### src/rtl/pic_pkg.sv
// Shared definitions for the PIC IRR/ISR/priority-resolver slice.
// Holds the OCW2 command codes, the default lowest-priority pointer and a
// level-to-one-hot helper used by the resolver.
package pic_pkg;

  // Reset value of the lowest-priority pointer (7 makes IR0 the highest priority)
  localparam logic [2:0] LP_RST_DEF     = 3'd7;

  // OCW2 {R,SL,EOI} encodings that carry an action; all others are no-ops
  localparam logic [2:0] OCW2_NSEOI     = 3'b001;
  localparam logic [2:0] OCW2_SEOI      = 3'b011;
  localparam logic [2:0] OCW2_ROT_NSEOI = 3'b101;
  localparam logic [2:0] OCW2_SET_PRIO  = 3'b110;
  localparam logic [2:0] OCW2_ROT_SEOI  = 3'b111;

  // Convert a 3-bit IR level into a one-hot 8-bit mask
  function automatic logic [7:0] lvl_onehot(input logic [2:0] lvl);
    lvl_onehot = 8'd1 << lvl;
  endfunction

endpackage

### src/rtl/pic_prio_enc.sv
// Rotating priority encoder: returns the first set bit of req scanning
// upward from lp+1 with wraparound (lp is the lowest-priority level).
// Purely combinational; valid is low when req is all zero (lvl then 0).
module pic_prio_enc #(
  parameter int NIRQ = 8,
  parameter int LW   = $clog2(NIRQ)
) (
  input  logic [NIRQ-1:0] req,
  input  logic [LW-1:0]   lp,
  output logic            valid,
  output logic [LW-1:0]   lvl
);

  // Scan from the lowest priority back to the highest so the last hit
  // (closest to lp+1) is the one that sticks.
  always_comb begin
    logic [LW-1:0] idx;
    valid = |req;
    lvl   = '0;
    idx   = '0;
    for (int i = NIRQ; i >= 1; i--) begin
      idx = LW'((int'(lp) + i) % NIRQ);
      if (req[idx]) lvl = idx;
    end
  end

endmodule

### src/rtl/pic_irq_resolver.sv
// IRR/ISR/priority-resolver stage of an 8259-style PIC (fully nested mode).
// int_req is registered (one cycle after IRR changes); vec_lvl/spurious valid the cycle after inta1.
// Optional macro PIC_AUTO_ROTATE_EN enables OCW2 rotation / set-priority; otherwise fixed priority.
module pic_irq_resolver
  import pic_pkg::*;
#(
  parameter int         NIRQ   = 8,
  parameter logic [2:0] LP_RST = LP_RST_DEF
) (
  input  logic            clk,
  input  logic            rst,
  input  logic [NIRQ-1:0] ir,
  input  logic            ltim,
  input  logic [NIRQ-1:0] imr,
  input  logic            aeoi,
  input  logic            inta1,
  input  logic            inta2,
  input  logic            eoi_stb,
  input  logic [2:0]      eoi_rse,
  input  logic [2:0]      eoi_lvl,
  output logic            int_req,
  output logic [2:0]      vec_lvl,
  output logic            spurious,
  output logic [NIRQ-1:0] irr,
  output logic [NIRQ-1:0] isr
);

  logic [NIRQ-1:0] ir_q;
  logic [2:0]      lp;

  logic [NIRQ-1:0] req;
  logic            w_vld;
  logic [2:0]      w_lvl;
  logic            h_vld;
  logic [2:0]      h_lvl;
  logic [2:0]      w_rank;
  logic [2:0]      h_rank;
  logic            int_req_nxt;

  logic [NIRQ-1:0] eoi_clr;
  logic [NIRQ-1:0] inta_set;
  logic [NIRQ-1:0] isr_nxt;
  logic [NIRQ-1:0] irr_nxt;

`ifdef PIC_AUTO_ROTATE_EN
  logic            lp_wr;
  logic [2:0]      lp_nxt;
`else
  assign lp = LP_RST;
`endif

  // In level mode a line that has already dropped cannot be granted
  assign req = irr & ~imr & (ltim ? ir : {NIRQ{1'b1}});

  pic_prio_enc #(.NIRQ(NIRQ)) u_req_enc (
    .req   (req),
    .lp    (lp),
    .valid (w_vld),
    .lvl   (w_lvl)
  );

  pic_prio_enc #(.NIRQ(NIRQ)) u_isr_enc (
    .req   (isr),
    .lp    (lp),
    .valid (h_vld),
    .lvl   (h_lvl)
  );

  // Rank 0 is the highest priority (the level just above lp)
  assign w_rank      = w_lvl - lp - 3'd1;
  assign h_rank      = h_lvl - lp - 3'd1;
  assign int_req_nxt = w_vld && (!h_vld || (w_rank < h_rank));

  // Decode OCW2 and auto-EOI into ISR clear bits and pointer updates
  always_comb begin
    eoi_clr = '0;
`ifdef PIC_AUTO_ROTATE_EN
    lp_wr   = 1'b0;
    lp_nxt  = lp;
`endif
    if (eoi_stb) begin
      case (eoi_rse)
        OCW2_NSEOI: begin
          if (h_vld) eoi_clr = lvl_onehot(h_lvl);
        end
        OCW2_SEOI: begin
          if (h_vld) eoi_clr = lvl_onehot(eoi_lvl);
        end
        OCW2_ROT_NSEOI: begin
          if (h_vld) begin
            eoi_clr = lvl_onehot(h_lvl);
`ifdef PIC_AUTO_ROTATE_EN
            lp_wr   = 1'b1;
            lp_nxt  = h_lvl;
`endif
          end
        end
        OCW2_ROT_SEOI: begin
          if (h_vld) begin
            eoi_clr = lvl_onehot(eoi_lvl);
`ifdef PIC_AUTO_ROTATE_EN
            lp_wr   = 1'b1;
            lp_nxt  = eoi_lvl;
`endif
          end
        end
`ifdef PIC_AUTO_ROTATE_EN
        OCW2_SET_PRIO: begin
          lp_wr  = 1'b1;
          lp_nxt = eoi_lvl;
        end
`endif
        default: ;
      endcase
    end
    // Auto-EOI retires the vectored level; nothing to retire after a spurious cycle or an empty ISR
    if (inta2 && aeoi && h_vld && !spurious) begin
      eoi_clr = eoi_clr | lvl_onehot(vec_lvl);
    end
  end

  // Next ISR/IRR: an inta1 grant sets ISR after clears, so set wins on the same bit
  always_comb begin
    inta_set = (inta1 && w_vld) ? lvl_onehot(w_lvl) : '0;
    isr_nxt  = (isr & ~eoi_clr) | inta_set;
    if (ltim) begin
      irr_nxt = ir;
    end else begin
      irr_nxt = ((irr | (ir & ~ir_q)) & ir) & ~inta_set;
    end
  end

  // Request/service registers and the inta1 vector capture
  always_ff @(posedge clk) begin
    if (rst) begin
      ir_q     <= '0;
      irr      <= '0;
      isr      <= '0;
      int_req  <= 1'b0;
      vec_lvl  <= 3'd0;
      spurious <= 1'b0;
    end else begin
      ir_q    <= ir;
      irr     <= irr_nxt;
      isr     <= isr_nxt;
      int_req <= inta1 ? 1'b0 : int_req_nxt;
      if (inta1) begin
        if (w_vld) begin
          vec_lvl  <= w_lvl;
          spurious <= 1'b0;
        end else begin
          vec_lvl  <= 3'd7;
          spurious <= 1'b1;
        end
      end
    end
  end

`ifdef PIC_AUTO_ROTATE_EN
  // Lowest-priority pointer, moved by rotate and set-priority commands
  always_ff @(posedge clk) begin
    if (rst) begin
      lp <= LP_RST;
    end else if (lp_wr) begin
      lp <= lp_nxt;
    end
  end
`endif

endmodule

### config.mk
export PLATFORM = sky130hd
export DESIGN_NAME = pic_irq_resolver
export DESIGN_NICKNAME = d
export VERILOG_FILES = /design/src/rtl/pic_pkg.sv /design/src/rtl/pic_prio_enc.sv /design/src/rtl/pic_irq_resolver.sv
export SDC_FILE = /design/constraint.sdc
export NUM_CORES = 1
export LEC_CHECK = 0
export CORE_MARGIN = 2
export CORE_UTILIZATION = 51
export CTS_CLUSTER_SIZE = 24
export DETAILED_ROUTE_END_ITERATION = 10
export GPL_TIMING_DRIVEN = 0
export PLACE_DENSITY = 0.84
export SYNTH_ARGS = -nofsm -noshare
export SYNTH_HDL_FRONTEND = slang
export SYNTH_SLANG_ARGS = --single-unit
### constraint.sdc
create_clock -name clk -period 6.3 [get_ports clk]
set_input_delay 1.26 -clock clk [delete_from_list [all_inputs] [get_ports clk]]
set_output_delay 1.26 -clock clk [all_outputs]
set_load 0.02 [all_outputs]
==> results.cfg <==
[run_status]
status = finished, final reports clean

[sta]
slew_headroom = 0.633
final_hold_viol_count = 0
clock_skew_ps = 8.53
tightestPinTransition_ps = 548
fin_tns_setup_ps = 0
finalSetupViolCount = 0
period_needed_ps = 3530
fin_crit_sh = 0.560
fmax_ghz = 0.283
slew_viol_final = 0
rsz0062_at_grt = no

[logic_synthesis]
seq_area_frac_synth = 0.336
synth_top_area_share = 0.336
synth_warnings = 0
ys.flop_type = dfxtp_1
synthArstFlopShare = 0
synthDistinctLibCells = 50
syn-cell-area_sq_um = 1730
synth_cells = 205
netlist_top_cells_area = dfxtp_1 (34%), nor2b_1 (6.5%), nand2_1 (3.7%)
synth_top_area_cell = dfxtp_1
syn_area_per_cell_sq_um = 8.42
synth-edff-count = 0
syn_nets = 236
ys_ff_latch = 29

[clocking]
root_buffer = clkbuf_4
cts.sinks = 29
cts_tree = built
path_clk_slew_ps = 90
post-cts-setup-buffer-count = 0
htreeDepth = 2
clockBufferDepth = 2
cts_hold_buffers = 0
clk_latency_ps = 340
cts_made_buffers = 5
cts_resized = 0

[floorplanning]
chipHeight_um = 62.2
dieArea_sq_um = 3870
coreArea_sq_um = 3280
die_width_um = 62.2
row_count = 21
io_pins = 50
start_util = 0.526

[routing]
vias = 1712
vias_per_cell = 5.61
finalWirelength_mm = 4.29
drc = 0
dr.pass1.iters = 4
avgRoutedWirePerCell_um = 14.1
drt_iter0_markers = 89
antenna_left = 0

[global_route]
grt_pass1_vias = 1648
grt_max_degree = 11
grt_pass1_wl_mm = 7.31
gr-total-overflow = 0
grt_usage = 0.238
antenna_found_initial = 0

[setup_path]
slowest_delay_ps = 540
rrSetupSlack_ps = 3980
critical_path_class = input pin to flop
end_kind = flop
crit_arrival_ps = 3800
crit_path_start_kind = input pin
cp_cell_sequence = clkdlybuf4s50_1 > buf_6 > and2b_1 > o22ai_1 > nor2b_1 > o21ai_1 > inv_1 > ha_1 > o21a_1 > o21ai_0 > a31oi_1 > a21oi_1
r2r_end = int_req$_SDFF_PP0_
crit_slowest_cell = clkdlybuf4s50_1
cp_max_fo = 10
r2r_start = irr[4]$_SDFF_PP0_
ff2ff_path_depth = 10
required_ps = 6570

[finish]
num_antenna_cells = 0
fin_util = 0.703
drive_gt1_frac = 0.0772
num-nets-final = 290
fin_area_sq_um = 2310
syn_to_final_growth_pct = 33.8

[power]
p_clk_frac = 0.269
netSwitchingFraction = 0.300
seqPwrFrac = 0.466
power_density_nw_per_um2 = 187
leakagePower_nw = 0.829
internal-power_uw = 302
comb_power_share = 0.265
power.total_uw = 431
ir_worst_vdd_mv = 0.107
p_switching_uw = 129

[placed_design]
hpwl_mm = 3.36
port-buffer-count = 47
post_dp_cell_area_sq_um = 2250
gp_congestion = 0.850

[job]
maxCapViolations = 0

[worst_hold_path]
hp-start = ir_q[5]$_SDFF_PP0_
holdCritPathClass = flop to flop
hold_depth = 2
whs_endpoint = irr[5]$_SDFF_PP0_
worst max-delay path, delay by kind of cell:
| kind | cells | cell delay (ps) |
|---|---|---|
| compound gates | 6 | 1110 |
| fa+ha+maj | 1 | 270 |
| buf+inv | 3 | 830 |
| simple gates | 2 | 320 |
power groups by stage:
stage	clock, mW	sequential (mW)	combinational, mW
2_1_floorplan	0	0.213	0.0584
3_3_place_gp	0	0.205	0.112
3_5_place_dp	0	0.205	0.114
4_1_cts	0.117	0.201	0.114
5_1_grt	0.124	0.202	0.125
6_report	0.116	0.201	0.114
area by class of cell:
class	instances	area (sq um)
Multi-Input combinational cell	160	1070
Fill cell	292	975
Sequential cell	29	581
Timing Repair Buffer	47	470
Tap cell	46	57.6
Clock buffer	7	55.1
Buffer	7	37.5
Inverter	9	33.8
logic make-up after synthesis:
family,after synthesis,synth area share
AO/OA/AOI/OAI,57,0.258
adder cells (fa/ha/maj),2,0.0145
buffers and inverters,16,0.0413
flip-flops,29,0.336
AND/OR/NAND/NOR,101,0.350
layout by cell type, fill, tap and decap left out, types with 2 or more instances in the layout:
cell	netlist	layout
o21ai_0	6	6
inv_1	9	9
nor3_1	3	3
a211oi_1	2	2
ha_1	2	2
nand3b_1	3	3
o2111ai_1	3	3
o311a_1	2	2
nand2b_1	10	10
clkdlybuf4s50_1	0	47
a2111oi_2	2	2
and3_1	5	5
and2b_1	2	2
nor2_1	17	17
nor2b_1	18	18
nand3_1	5	5
nand2_1	17	17
clkbuf_1	4	5
a21oi_1	6	6
nand4_1	6	6
a31oi_1	3	3
nor3b_2	2	2
o2bb2ai_1	2	2
clkbuf_4	0	5
nor4_4	2	2
or2b_1	3	3
nand4bb_1	2	2
o21ai_1	2	2
a21boi_0	5	5
o22ai_1	5	5
o211ai_1	4	4
o21a_1	4	4
nor2_2	2	2
dfxtp_1	29	29
through the flow:
stage                     setup WS (ps)  hold WS (ps)  cells
after floorplan                    3410           477    205
after global placement             2440           481    298
after detailed placement           2420           495    298
after CTS                          2760           514    305
after global routing               2530           549    305
final                              2770           506    305
synth_stat cells (2+ instances only):
cell       number
dfxtp_1        29
nor2b_1        18
nand2_1        17
nor2_1         17
nand2b_1       10
inv_1           9
a21oi_1         6
nand4_1         6
o21ai_0         6
a21boi_0        5
and3_1          5
nand3_1         5
o22ai_1         5
clkbuf_1        4
o211ai_1        4
o21a_1          4
a31oi_1         3
nand3b_1        3
nor3_1          3
o2111ai_1       3
or2b_1          3
a2111oi_2       2
a211oi_1        2
and2b_1         2
ha_1            2
nand4bb_1       2
nor2_2          2
nor3b_2         2
nor4_4          2
o21ai_1         2
o2bb2ai_1       2
o311a_1         2
how the worst max path moves through the flow:
stage / from / to / slack [ps] / cells past startpoint
2_1_floorplan: ltim / int_req$_SDFF_PP0_ / 3410 / 11
3_3_place_gp: ltim / int_req$_SDFF_PP0_ / 2440 / 12
3_5_place_dp: ltim / int_req$_SDFF_PP0_ / 2420 / 12
4_1_cts: ltim / int_req$_SDFF_PP0_ / 2760 / 12
5_1_grt: ltim / int_req$_SDFF_PP0_ / 2530 / 12
6_report: ltim / int_req$_SDFF_PP0_ / 2770 / 12
state kept, by name, indices dropped and copies added (netlist names):
name / flops
irr: 8
vec_lvl: 3
int_req: 1
ir_q: 8
isr: 8
spurious: 1
per-layer routing:
layer  part of all wire  global-route usage
met1               0.43               0.265
met2               0.47               0.409
met3              0.073              0.0761
met4              0.023               0.119
met5                  0                   0
Note: power is estimated with default switching activity, not from simulation.
